`src/rtl/spi_frame_rx_if.sv`:
```
// spi_frame_rx_if: SPI pins plus frame handshake/error signals of spi_frame_rx
interface spi_frame_rx_if #(parameter int FRAME_BITS = 128);
  logic                  sck;
  logic                  sdi;
  logic                  cs_n;
  logic                  sdo;
  logic [FRAME_BITS-1:0] frame_data;
  logic                  frame_valid;
  logic                  frame_ack;
  logic                  short_frame;
  logic                  long_frame;
  logic                  overrun;
  logic                  err_clr;
  modport master (
    output sck, sdi, cs_n, frame_ack, err_clr,
    input  sdo, frame_data, frame_valid, short_frame, long_frame, overrun
  );
  modport slave (
    input  sck, sdi, cs_n, frame_ack, err_clr,
    output sdo, frame_data, frame_valid, short_frame, long_frame, overrun
  );
endinterface

```
`src/rtl/spi_frame_rx.sv`:
```
// spi_frame_rx: oversampled SPI slave capturing FRAME_BITS-bit frames with valid/ack handoff and echo on sdo
module spi_frame_rx #(
  parameter int FRAME_BITS  = 128,
  parameter bit CPOL        = 1'b0,
  parameter bit CPHA        = 1'b0,
  parameter int SYNC_STAGES = 2
) (
  input logic           clk,
  input logic           rst_n,
  spi_frame_rx_if.slave bus
);
  localparam int CW = $clog2(FRAME_BITS + 1);
  localparam logic [CW-1:0] FULL_CNT = CW'(FRAME_BITS);
  typedef enum logic [1:0] {WAIT_IDLE, IDLE, SHIFT, FULL} state_t;
  state_t state, state_n;
  logic [SYNC_STAGES-1:0] sck_q, sdi_q, cs_q;
  logic sck_d, sck_s, sdi_s, cs_s;
  logic lead, trail, sample, shift_e, shift_ok;
  logic [CW-1:0] count;
  logic [FRAME_BITS-1:0] shift_reg, echo, frame_data;
  logic extra, frame_valid, overrun, short_frame, long_frame;
  logic load, done, short_p, long_p;
  // cs_n sync resets low so WAIT_IDLE must see a real deassertion
  always_ff @(posedge clk or negedge rst_n)
    if (!rst_n) begin
      sck_q <= {SYNC_STAGES{CPOL}};
      sdi_q <= '0;
      cs_q  <= '0;
      sck_d <= CPOL;
    end else begin
      sck_q <= {sck_q[SYNC_STAGES-2:0], bus.sck};
      sdi_q <= {sdi_q[SYNC_STAGES-2:0], bus.sdi};
      cs_q  <= {cs_q[SYNC_STAGES-2:0], bus.cs_n};
      sck_d <= sck_q[SYNC_STAGES-1];
    end
  assign sck_s    = sck_q[SYNC_STAGES-1];
  assign sdi_s    = sdi_q[SYNC_STAGES-1];
  assign cs_s     = cs_q[SYNC_STAGES-1];
  assign lead     = (sck_s != CPOL) && (sck_d == CPOL);
  assign trail    = (sck_s == CPOL) && (sck_d != CPOL);
  assign sample   = CPHA ? trail : lead;
  assign shift_e  = CPHA ? lead : trail;
  // with CPHA=1 the first leading edge precedes any sample and must not advance sdo
  assign shift_ok = shift_e && (!CPHA || count != '0);
  always_comb begin
    state_n = state;
    load    = 1'b0;
    done    = 1'b0;
    short_p = 1'b0;
    long_p  = 1'b0;
    case (state)
      WAIT_IDLE: if (cs_s) state_n = IDLE;
      IDLE: if (!cs_s) begin
        state_n = SHIFT;
        load    = 1'b1;
      end
      SHIFT: if (count == FULL_CNT) begin
        state_n = FULL;
        done    = 1'b1;
      end else if (cs_s) begin
        state_n = IDLE;
        short_p = count != '0;
      end
      default: if (cs_s) begin
        state_n = IDLE;
        long_p  = extra;
      end
    endcase
  end
  always_ff @(posedge clk or negedge rst_n)
    if (!rst_n) begin
      state       <= WAIT_IDLE;
      count       <= '0;
      shift_reg   <= '0;
      echo        <= '0;
      extra       <= 1'b0;
      frame_data  <= '0;
      frame_valid <= 1'b0;
      overrun     <= 1'b0;
      short_frame <= 1'b0;
      long_frame  <= 1'b0;
    end else begin
      state       <= state_n;
      short_frame <= short_p;
      long_frame  <= long_p;
      if (load) begin
        count     <= '0;
        shift_reg <= '0;
        echo      <= frame_data;
        extra     <= 1'b0;
      end else if (state == SHIFT && count != FULL_CNT) begin
        if (sample) begin
          shift_reg <= {shift_reg[FRAME_BITS-2:0], sdi_s};
          count     <= count + 1'b1;
        end
        if (shift_ok) echo <= {echo[FRAME_BITS-2:0], 1'b0};
      end
      if ((state == FULL || done) && sample) extra <= 1'b1;
      if (done) frame_data <= shift_reg;
      frame_valid <= done || (frame_valid && !bus.frame_ack);
      overrun     <= (done && frame_valid && !bus.frame_ack) || (overrun && !bus.err_clr);
    end
  assign bus.sdo         = (state == SHIFT || state == FULL) && echo[FRAME_BITS-1];
  assign bus.frame_data  = frame_data;
  assign bus.frame_valid = frame_valid;
  assign bus.short_frame = short_frame;
  assign bus.long_frame  = long_frame;
  assign bus.overrun     = overrun;
endmodule
```
`src/flat_wrapper.sv`:
```
// flat-port wrapper written by rule: the top's interface ports become plain ports
module spi_frame_rx_flat 
#(
  parameter int FRAME_BITS  = 128,
  parameter bit CPOL        = 1'b0,
  parameter bit CPHA        = 1'b0,
  parameter int SYNC_STAGES = 2
)
  (clk, rst_n, bus_sck, bus_sdi, bus_cs_n, bus_frame_ack, bus_err_clr, bus_sdo, bus_frame_data, bus_frame_valid, bus_short_frame, bus_long_frame, bus_overrun);
  spi_frame_rx_if #(.FRAME_BITS(FRAME_BITS)) bus_i ();
  input logic clk;
  input logic rst_n;
  input wire logic [$bits(bus_i.sck)-1:0] bus_sck;
  input wire logic [$bits(bus_i.sdi)-1:0] bus_sdi;
  input wire logic [$bits(bus_i.cs_n)-1:0] bus_cs_n;
  input wire logic [$bits(bus_i.frame_ack)-1:0] bus_frame_ack;
  input wire logic [$bits(bus_i.err_clr)-1:0] bus_err_clr;
  output wire logic [$bits(bus_i.sdo)-1:0] bus_sdo;
  output wire logic [$bits(bus_i.frame_data)-1:0] bus_frame_data;
  output wire logic [$bits(bus_i.frame_valid)-1:0] bus_frame_valid;
  output wire logic [$bits(bus_i.short_frame)-1:0] bus_short_frame;
  output wire logic [$bits(bus_i.long_frame)-1:0] bus_long_frame;
  output wire logic [$bits(bus_i.overrun)-1:0] bus_overrun;
  assign bus_i.sck = bus_sck;
  assign bus_i.sdi = bus_sdi;
  assign bus_i.cs_n = bus_cs_n;
  assign bus_i.frame_ack = bus_frame_ack;
  assign bus_i.err_clr = bus_err_clr;
  assign bus_sdo = bus_i.sdo;
  assign bus_frame_data = bus_i.frame_data;
  assign bus_frame_valid = bus_i.frame_valid;
  assign bus_short_frame = bus_i.short_frame;
  assign bus_long_frame = bus_i.long_frame;
  assign bus_overrun = bus_i.overrun;
  spi_frame_rx #(.FRAME_BITS(FRAME_BITS), .CPOL(CPOL), .CPHA(CPHA), .SYNC_STAGES(SYNC_STAGES)) u_core (.clk(clk), .rst_n(rst_n), .bus(bus_i));
endmodule
```
`config.mk`:
```
export PLATFORM = sky130hd
export DESIGN_NAME = spi_frame_rx_flat
export DESIGN_NICKNAME = d
export VERILOG_FILES = /design/src/rtl/spi_frame_rx_if.sv /design/src/rtl/spi_frame_rx.sv /design/src/flat_wrapper.sv
export SDC_FILE = /design/constraint.sdc
export NUM_CORES = 1
export LEC_CHECK = 0
export BUFFER_PORTS_ARGS = -buffer_cell sky130_fd_sc_hd__buf_2
export CAP_MARGIN = 20
export CORE_MARGIN = 5
export CORE_UTILIZATION = 30
export DETAILED_ROUTE_END_ITERATION = 16
export GPL_TIMING_DRIVEN = 0
export PLACE_DENSITY_LB_ADDON = 0.3
export SYNTH_ARGS = -nofsm -noshare
export SYNTH_HDL_FRONTEND = slang
export SYNTH_SLANG_ARGS = --single-unit
```
`constraint.sdc`:
```
create_clock -name clk -period 2.1 [get_ports clk]
set_input_delay 0.315 -clock clk [delete_from_list [all_inputs] [get_ports clk]]
set_output_delay 0.315 -clock clk [all_outputs]
set_load 0.1 [all_outputs]
```
==> results.py, run 1 <==
metrics = {
    "run_status": {
        "status": "completed",
    },
    "floorplanning": {
        "die_h_um": 246,
        "ios": 140,
        "initial_core_util": 0.304,
        "die_area_sq_mm": 0.0607,
        "die_x_um": 246,
        "rows": 86,
        "core_sq_mm": 0.0552,
    },
    "placement": {
        "dpl.hpwl_um": 29700,
        "gp_congestion": 0.760,
        "portBuffers": 139,
        "placed_area_sq_mm": 0.0185,
    },
    "sta": {
        "post-route-period-util": 0.970,
        "max_freq_ghz": 0.491,
        "slew_viol_final": 0,
        "setup_viol": 0,
        "worst_slew_margin_rel": 0.555,
        "worst_slew_pin_slew_ps": 668,
        "hold_violations": 0,
        "whs_ps": 312,
        "fin_worst_skew_ps": 18.2,
        "fin_crit_ps": 2040,
        "rsz0062_at_grt": "yes",
    },
    "route": {
        "drt_iter0_drc": 919,
        "ant_nets": 0,
        "vias": 12508,
        "drc": 0,
        "dr.pass1.iters": 5,
        "drt-total-wl_um": 44000,
        "avgRoutedWirePerCell_um": 16.8,
        "vias_per_cell": 4.78,
    },
    "pwr": {
        "ir_drop_uv": 440,
        "power_density_mw_per_mm2": 875,
        "p_leak_nw": 9.54,
    },
    "worst_setup_path": {
        "worstSetupStartpointType": "flop",
        "end_kind": "output port",
        "critPathRequiredTime_ps": 1780,
        "cp_max_fo": 5,
        "critPathKind": "reg -> out",
        "startpoint": "u_core.state[0]",
        "reg2reg_from": "u_core.count[5]",
        "arrival_ps": 1720,
    },
    "global_routing": {
        "grt_max_degree": 118,
        "grt_antenna_before_repair": 0,
        "grt_overflow": 0,
        "grt_first_pass_wirelength_um": 71100,
        "grt_pass1_vias": 12737,
        "grt_usage": 0.145,
    },
    "yosys": {
        "postSynthCellCount": 1634,
        "synth_warnings": 0,
        "syn_area_sq_mm": 0.0168,
        "synth_area_per_cell_sq_um": 10.3,
        "yosysSeqAreaShare": 0.606,
        "synthDistinctLibCells": 34,
        "synth-seq-cells": 406,
        "syn_nets": 1647,
    },
    "clock_network": {
        "path_clk_slew_ps": 60,
        "cts-buffers-inserted": 45,
        "cts_sinks": 406,
        "h-tree-depth": 2,
        "cts_tree": "done",
        "clock_latency_ps": 560,
        "clk_path_buf_depth": 3,
        "clockRootBuffer": "clkbuf_16",
    },
    "worst_hold_path": {
        "hold_class": "in -> async",
    },
    "job": {
        "maxCapViolCount": 0,
    },
    "final_layout": {
        "area_growth_pct": 22.6,
        "multiInputGateArea_sq_mm": 0.00612,
        "antenna_cells": 0,
        "drive_gt1_frac": 0.260,
        "fin_area_sq_mm": 0.0206,
        "nFillCells": 5461,
        "regArea_sq_mm": 0.0102,
        "num-nets-final": 1849,
    },
}
path summary, 6_finish.rpt:
check                           cells after the start                        end  slack, ps
worst max-delay path                                4                    bus_sdo         60
worst min-delay path                                2  u_core.bus.frame_data[13]        310
worst max register to register                      6       u_core.shift_reg[84]         70
worst min register to register                      0             u_core.cs_q[1]        350
max in group asynchronous                           4         u_core.bus.overrun        440
min in group clk                                    0             u_core.cs_q[1]        350
layer usage:
metal / vias to the layer above / wire length, um / track usage
li1: 5969 / - / -
met1: 6239 / 19700 / 0.191
met2: 236 / 20800 / 0.236
met3: 64 / 2320 / 0.0367
met4: 0 / 1140 / 0.0428
met5: - / 0 / 0
cell families (layout without fill, tap and decap cells):
group | after synthesis | after routing | share of synthesized area
AND/OR/NAND/NOR | 679 | 679 | 0.166
flip-flops | 406 | 406 | 0.606
adder cells (fa/ha/maj) | 6 | 6 | 0.00448
multiplexers | 129 | 129 | 0.0866
XOR/XNOR | 3 | 3 | 0.00157
AO/OA/AOI/OAI | 276 | 276 | 0.103
buffers and inverters | 135 | 372 | 0.0327
layout make-up:
cell class / instances / share of cell area
flip-flops and latches: 406 / 0.494
clock inverters: 15 / 0.00791
plain buffers: 125 / 0.0383
repair buffers: 159 / 0.0482
well taps: 748 / 0.0455
multi-input cells: 1093 / 0.298
inverters: 6 / 0.00110
clock buffers: 67 / 0.0667
synth_stat cells (all sizes together):
cell	number	area share
xnor2	3	0.0016
nand3b	2	0.00090
o211ai	128	0.057
nand3	127	0.038
nand2b	2	0.00075
o31ai	1	0.00045
a21oi	134	0.040
buf	36	0.011
nand4b	1	0.00052
mux2i	1	0.00060
o21a	2	0.00090
ha	6	0.0045
or4	1	0.00067
and3	1	0.00037
nand2	524	0.12
nand4	2	0.00075
inv	6	0.0013
clkbuf	93	0.021
nor4	1	0.00075
a31oi	2	0.00075
nor2	7	0.0016
mux2	128	0.086
o21ai	7	0.0023
a31o	1	0.00052
dfrtp	406	0.61
nor3	4	0.0019
or3	3	0.0011
nor2b	3	0.0011
and3b	1	0.00052
o22ai	1	0.00037
through the flow:
| stage | TNS, ps | instances | utilization | setup WS (ps) | power [W] |
|---|---|---|---|---|---|
| 2_1_floorplan | 0 | 1634 | - | 183 | 0.00905 |
| 3_3_place_gp | -3252500 | 2521 | 0.333 | -7500 | 0.00977 |
| 6_report | 0 | 2619 | 0.372 | 62.4 | 0.0180 |
| 4_1_cts | -6.03 | 2615 | 0.370 | -3.65 | 0.0182 |
| 5_1_grt | -560 | 2619 | 0.372 | -26.4 | 0.0188 |
| 3_5_place_dp | -213970 | 2526 | 0.336 | -757 | 0.00982 |
layout by cell type, fill, tap and decap left out, drive strengths merged, types with 3 or more instances in the layout:
master,Yosys,final
nand2,524,524
dfrtp,406,406
buf,36,191
clkbuf,93,154
a21oi,134,134
mux2,128,128
o211ai,128,128
nand3,127,127
clkinv,0,8
inv,6,8
nor2,7,7
o21ai,7,7
dlygate4sd3,0,6
ha,6,6
nor3,4,4
xnor2,3,3
or3,3,3
bufinv,0,3
nor2b,3,3
report_power, final:
group / leakage (nW) / internal, W / total (W) / switching [W]
clock: 0.758 / 0.00489 / 0.00812 / 0.00324
sequential: 5.66 / 0.00787 / 0.00791 / 0.0000425
combinational: 3.13 / 0.000464 / 0.00195 / 0.00148
total: 9.54 / 0.0132 / 0.0180 / 0.00476
critical path: stages, from the launching register on:
cell,delay (ps)
dfrtp_1,420
buf_4,160
ha_2,190
o21a_4,220
buf_12,170
what timing repair did:
action / 4_1_cts / 5_1_grt
pin swaps: 4 / 2
hold buffers: 6 / 0
buffers inserted: 5 / 3
endpoints found under the hold margin: 72 / 0
setup endpoints to repair: 395 / 482
cloned: 0 / 1
resized for setup: 120 / 74
No activity file was read; power rests on OpenSTA's default activity.
==> run 2: changes to the inputs <==
CELL_PAD_IN_SITES_DETAIL_PLACEMENT = 0   (was default)
CELL_PAD_IN_SITES_GLOBAL_PLACEMENT = 2   (was default)
CTS_BUF_LIST = sky130_fd_sc_hd__clkbuf_4   (was default)
==> results.py, run 2 (synthesis gave the netlist of run 1 again) <==
metrics = {
    "final_layout": {
        "final_common_cell": "nand2_1",
        "nFillCells": 5641,
        "final_cell_mix": "nand2_1, dfrtp_1, clkbuf_4, a21oi_1",
        "multiInputGateArea_sq_mm": 0.00614,
        "num-nets-final": 1929,
        "fin_area_sq_mm": 0.0206,
        "drive_gt1_frac": 0.298,
        "utilization": 0.374,
        "area_growth_pct": 23.0,
        "regArea_sq_mm": 0.0102,
    },
    "sta": {
        "worst_slew_pin_slew_ps": 647,
        "layout_setup_ws_ps": -131,
        "rsz0062_at_grt": "yes",
        "finalSetupTns_ps": -131,
        "max_freq_ghz": 0.448,
        "post-route-period-util": 1.06,
        "worst_slew_margin_rel": 0.569,
        "hold_violations": 0,
        "setup_viol": 1,
        "slew_viol_final": 0,
        "fin_worst_skew_ps": 47.4,
        "fin_crit_ps": 2230,
    },
    "pwr": {
        "power.share.combinational": 0.123,
        "ir_drop_uv": 275,
        "p_seq_frac": 0.469,
        "clkPwrFrac": 0.409,
        "power_density_mw_per_mm2": 819,
        "p_int_w": 0.0120,
        "switching_share": 0.287,
        "p_sw_w": 0.00485,
        "p_leak_nw": 9.61,
    },
    "worst_setup_path": {
        "worstSetupStartpointType": "flop",
        "max_stage_delay_ps": 430,
        "arrival_ps": 1920,
        "reg2reg_depth": 8,
        "reg2reg_slack_ps": 60,
        "r2r-end": "u_core.bus.frame_data[47]",
        "crit_path_top_delay_cell": "dfrtp_2",
        "critPathRequiredTime_ps": 1780,
        "crit_chain": "buf_6 -> ha_4 -> o21a_4 -> buf_12",
        "reg2reg_from": "u_core.count[1]",
        "cp_max_fo": 3,
        "end_kind": "output port",
        "critPathKind": "reg -> out",
    },
    "clock_network": {
        "cts_sinks": 406,
        "cts-buffers-inserted": 114,
        "clk_path_buf_depth": 3,
        "clock_latency_ps": 830,
        "h-tree-depth": 3,
        "path_clk_slew_ps": 60,
        "cts_tree": "done",
        "clockRootBuffer": "clkbuf_4",
    },
    "global_routing": {
        "grt_max_degree": 116,
        "grt_antenna_before_repair": 2,
        "met2_usage": 0.241,
        "busiest_layer": "met2",
        "grt_usage": 0.154,
        "grt_pass1_vias": 13254,
        "grt_overflow": 0,
        "grt_first_pass_wirelength_um": 74600,
        "grt_use_met3": 0.0350,
        "grtUsageMet1": 0.208,
    },
    "floorplanning": {
        "die_h_um": 246,
        "die_area_sq_mm": 0.0607,
        "initial_core_util": 0.304,
        "die_x_um": 246,
        "rows": 86,
        "ios": 140,
        "core_sq_mm": 0.0552,
    },
    "route": {
        "avgRoutedWirePerCell_um": 17.2,
        "dr.pass1.iters": 5,
        "ant_nets": 0,
        "drt-total-wl_um": 46900,
        "drt_iter0_drc": 657,
        "vias": 13025,
        "vias_per_cell": 4.76,
        "drc": 0,
    },
    "placement": {
        "placed_area_sq_mm": 0.0185,
        "portBuffers": 139,
        "dpl.hpwl_um": 30200,
        "gp_congestion": 0.745,
        "dp_worst_setup_slack_ps": -1030,
    },
    "worst_hold_path": {
        "hold_class": "in -> reg",
        "whs_path_depth": 2,
        "hold_end": "u_core.sdi_q[0]",
        "min_from": "bus_sdi",
    },
    "run_status": {
        "failed_checks": "negative setup slack",
        "status": "finished, violations left",
    },
    "job": {
        "maxCapViolCount": 0,
    },
}
## run 2: changes by cell type in the layout (fill, tap and decap cells not counted), sizes merged
| cell | delta |
|---|---|
| clkbuf | +106 |
| bufinv | -3 |
| clkinv | +5 |
| dlygate4sd3 | +1 |
| diode | +2 |
| clkinvlp | -2 |
| inv | -1 |
| buf | +9 |
## run 2: area by class of cell
type | count | area share
Sequential cell | 406 | 0.493
Clock inverter | 14 | 0.00261
Clock buffer | 172 | 0.0626
Antenna cell | 2 | 0.000243
Buffer | 125 | 0.0364
Inverter | 6 | 0.00109
Multi-Input combinational cell | 1093 | 0.298
Tap cell | 748 | 0.0454
Timing Repair Buffer | 170 | 0.0609
## run 2: what timing repair did
item	4_1_cts	5_1_grt
hold buffers	8	0
buffers inserted	6	11
endpoints found under the setup margin	451	455
gates cloned	0	2
gates resized for setup	174	79
endpoints found under the hold margin	185	0
pin swaps	2	7
## run 2: layer usage
metal | routed length (um) | vias to the layer above
met5 | 13 | -
met4 | 1210 | 2
met3 | 2490 | 79
met2 | 21900 | 305
met1 | 21300 | 6428
li1 | - | 6211
## run 2: worst max-delay path, delay by kind of cell (launching register included)
family,cells,cell delay (ps)
AOI/OAI and AO/OA,1,220
adders and majority gates,1,150
DFF,1,430
buffers and inverters,2,300
## run 2: power by group through the flow
stage	Combinational (W)	Sequential (W)	Clock, W
6_report	0.00207	0.00792	0.00690
4_1_cts	0.00202	0.00792	0.00723
3_3_place_gp	0.00179	0.00806	0
5_1_grt	0.00232	0.00791	0.00765
3_5_place_dp	0.00182	0.00806	0
2_1_floorplan	0.000996	0.00806	0
## run 2: worst max-delay path by stage
stage / start / to / slack [ps] / cells after the start
final: u_core.state[0] / bus_sdo / -130 / 4
after global routing: u_core.state[0] / bus_sdo / -240 / 4
after CTS: u_core.state[0] / bus_sdo / -280 / 4
after detailed placement: u_core.state[0] / u_core.bus.frame_data[73] / -1030 / 7
after global placement: rst_n / u_core.shift_reg[84] / -7820 / 1
after floorplan: u_core.state[0] / u_core.bus.frame_data[10] / 180 / 7
## run 2: per-stage QoR
step / hold WS, ps / instances / total power (W)
after floorplan: 19.4 / 1634 / 0.00905
after global placement: 332 / 2521 / 0.00985
after detailed placement: 322 / 2525 / 0.00988
after CTS: 4.25 / 2722 / 0.0172
after global routing: 46.7 / 2735 / 0.0179
final: 142 / 2736 / 0.0169
==> run 3: changes to the inputs <==
CELL_PAD_IN_SITES_DETAIL_PLACEMENT = default   (was 0)
CELL_PAD_IN_SITES_GLOBAL_PLACEMENT = default   (was 2)
CORE_UTILIZATION = 62   (was 30)
clock period = 2.3 ns   (was 2.1 ns; I/O delays follow)
==> results.py, run 3 (synthesis gave the netlist of run 1 again) <==
metrics = {
    "run_status": {
        "status": "completed",
    },
    "floorplanning": {
        "die_h_um": 174,
        "ios": 140,
        "die_area_sq_mm": 0.0304,
        "core_sq_mm": 0.0268,
        "rows": 60,
        "die_x_um": 174,
        "initial_core_util": 0.626,
    },
    "sta": {
        "layout_setup_ws_ps": 97.1,
        "rsz0062_at_grt": "no",
        "setup_viol": 0,
        "worst_slew_margin_rel": 0.584,
        "hold_violations": 0,
        "slew_viol_final": 0,
        "fin_worst_skew_ps": 44.3,
        "max_freq_ghz": 0.454,
        "finalSetupTns_ps": 0,
        "worst_slew_pin_slew_ps": 623,
        "fin_crit_ps": 2200,
        "post-route-period-util": 0.958,
    },
    "route": {
        "ant_nets": 0,
        "drt_iter0_drc": 1194,
        "dr.pass1.iters": 7,
        "avgRoutedWirePerCell_um": 16.9,
        "vias_per_cell": 5.71,
        "vias": 13128,
        "drc": 0,
        "drt-total-wl_um": 38800,
    },
    "final_layout": {
        "regArea_sq_mm": 0.0102,
        "multiInputGateArea_sq_mm": 0.00606,
        "final_common_cell": "nand2_1",
        "area_growth_pct": 15.9,
        "nFillCells": 1926,
        "drive_gt1_frac": 0.275,
        "num-nets-final": 1901,
        "final_cell_mix": "nand2_1, dfrtp_1, buf_2, clkbuf_4, a21oi_1",
    },
    "pwr": {
        "p_leak_nw": 9.33,
        "clkPwrFrac": 0.399,
        "power.share.combinational": 0.110,
        "ir_drop_uv": 395,
        "power_density_mw_per_mm2": 756,
        "switching_share": 0.282,
        "p_int_w": 0.0106,
        "p_seq_frac": 0.491,
        "p_sw_w": 0.00414,
    },
    "placement": {
        "dp_worst_setup_slack_ps": -500,
        "gp_congestion": 0.830,
        "portBuffers": 139,
        "dpl.hpwl_um": 25500,
    },
    "worst_hold_path": {
        "hold_class": "in -> async",
    },
    "clock_network": {
        "cts_tree": "done",
        "clk_path_buf_depth": 3,
        "cts_sinks": 406,
        "h-tree-depth": 3,
        "clock_latency_ps": 750,
        "cts-buffers-inserted": 102,
        "clockRootBuffer": "clkbuf_4",
        "path_clk_slew_ps": 60,
    },
    "global_routing": {
        "grt_antenna_before_repair": 1,
        "grt_pass1_vias": 13118,
        "grt_overflow": 0,
        "grt_usage": 0.262,
        "grt_max_degree": 127,
        "grt_first_pass_wirelength_um": 66100,
    },
    "worst_setup_path": {
        "arrival_ps": 2840,
        "cp_max_fo": 10,
        "reg2reg_from": "u_core.state[0]",
        "end_kind": "flop",
        "critPathRequiredTime_ps": 2930,
        "reg2reg_slack_ps": 100,
        "worstSetupStartpointType": "flop",
        "startpoint": "u_core.state[0]",
        "critPathKind": "reg -> reg",
    },
    "job": {
        "maxCapViolCount": 0,
    },
}
-- run 3: changes by cell type in the layout (fill, tap and decap cells not counted), moves of 3 or more --
cell	before	now
clkbuf_1	16	28
clkinv_1	12	16
clkinvlp_4	0	3
buf_8	4	1
clkbuf_4	186	149
buf_4	99	7
buf_2	87	166
clkbuf_2	55	65
-- run 3: worst paths after layout --
path,end,cells past startpoint
worst max-delay path,u_core.echo[30],8
worst min-delay path,u_core.bus.frame_data[35],2
worst max register to register,u_core.echo[30],8
worst min register to register,u_core.cs_q[1],0
max in group asynchronous,u_core.bus.frame_data[110],4
min in group clk,u_core.sdi_q[0],2
-- run 3: final cells by class --
| type | instances | share of cell area |
|---|---|---|
| Sequential cell | 406 | 0.523 |
| Tap cell | 341 | 0.0220 |
| Timing Repair Buffer | 151 | 0.0456 |
| Clock buffer | 148 | 0.0572 |
| Multi-Input combinational cell | 1093 | 0.312 |
| Antenna cell | 1 | 0.000129 |
| Buffer | 128 | 0.0321 |
| Clock inverter | 24 | 0.00715 |
| Inverter | 6 | 0.00116 |
-- run 3: worst max-delay path, stage by stage (launching register included) --
cell	delay (ps)
dfrtp_2	400
buf_4	150
ha_1	260
nand2b_1	100
clkbuf_1	290
buf_4	320
clkbuf_2	290
nand3_1	160
o211ai_1	130
-- run 3: through the flow --
stage	total power, W	utilization	hold WS, ps	cells	cell area, sq um
finish	0.0147	0.725	161	2298	19400
detailed placement	0.00886	0.671	335	2117	18000
floorplan	0.00826	-	49.4	1634	16800
CTS	0.0148	0.722	116	2297	19400
global placement	0.00883	0.667	335	2114	17900
global route	0.0154	0.725	167	2298	19400
-- run 3: power by group through the flow --
stage / Combinational [W] / Sequential, W / Clock [W]
6_report: 0.00162 / 0.00721 / 0.00586
5_1_grt: 0.00178 / 0.00721 / 0.00643
4_1_cts: 0.00157 / 0.00721 / 0.00601
3_5_place_dp: 0.00150 / 0.00736 / 0
3_3_place_gp: 0.00147 / 0.00736 / 0
2_1_floorplan: 0.000910 / 0.00736 / 0
-- run 3: timing repair --
item,CTS,global route
pin swaps,1,1
hold endpoints to repair,72,0
setup buffers,3,0
gates resized for setup,26,107
setup endpoints to repair,300,167
hold buffers,6,0
-- run 3: per-layer routing --
layer | part of all wire | up-vias | track usage | wire length [um]
li1 | - | 6144 | - | -
met1 | 0.44 | 6452 | 0.374 | 17100
met2 | 0.47 | 452 | 0.401 | 18400
met3 | 0.062 | 80 | 0.0596 | 2410
met4 | 0.022 | 0 | 0.0953 | 869
met5 | 0 | - | 0 | 0
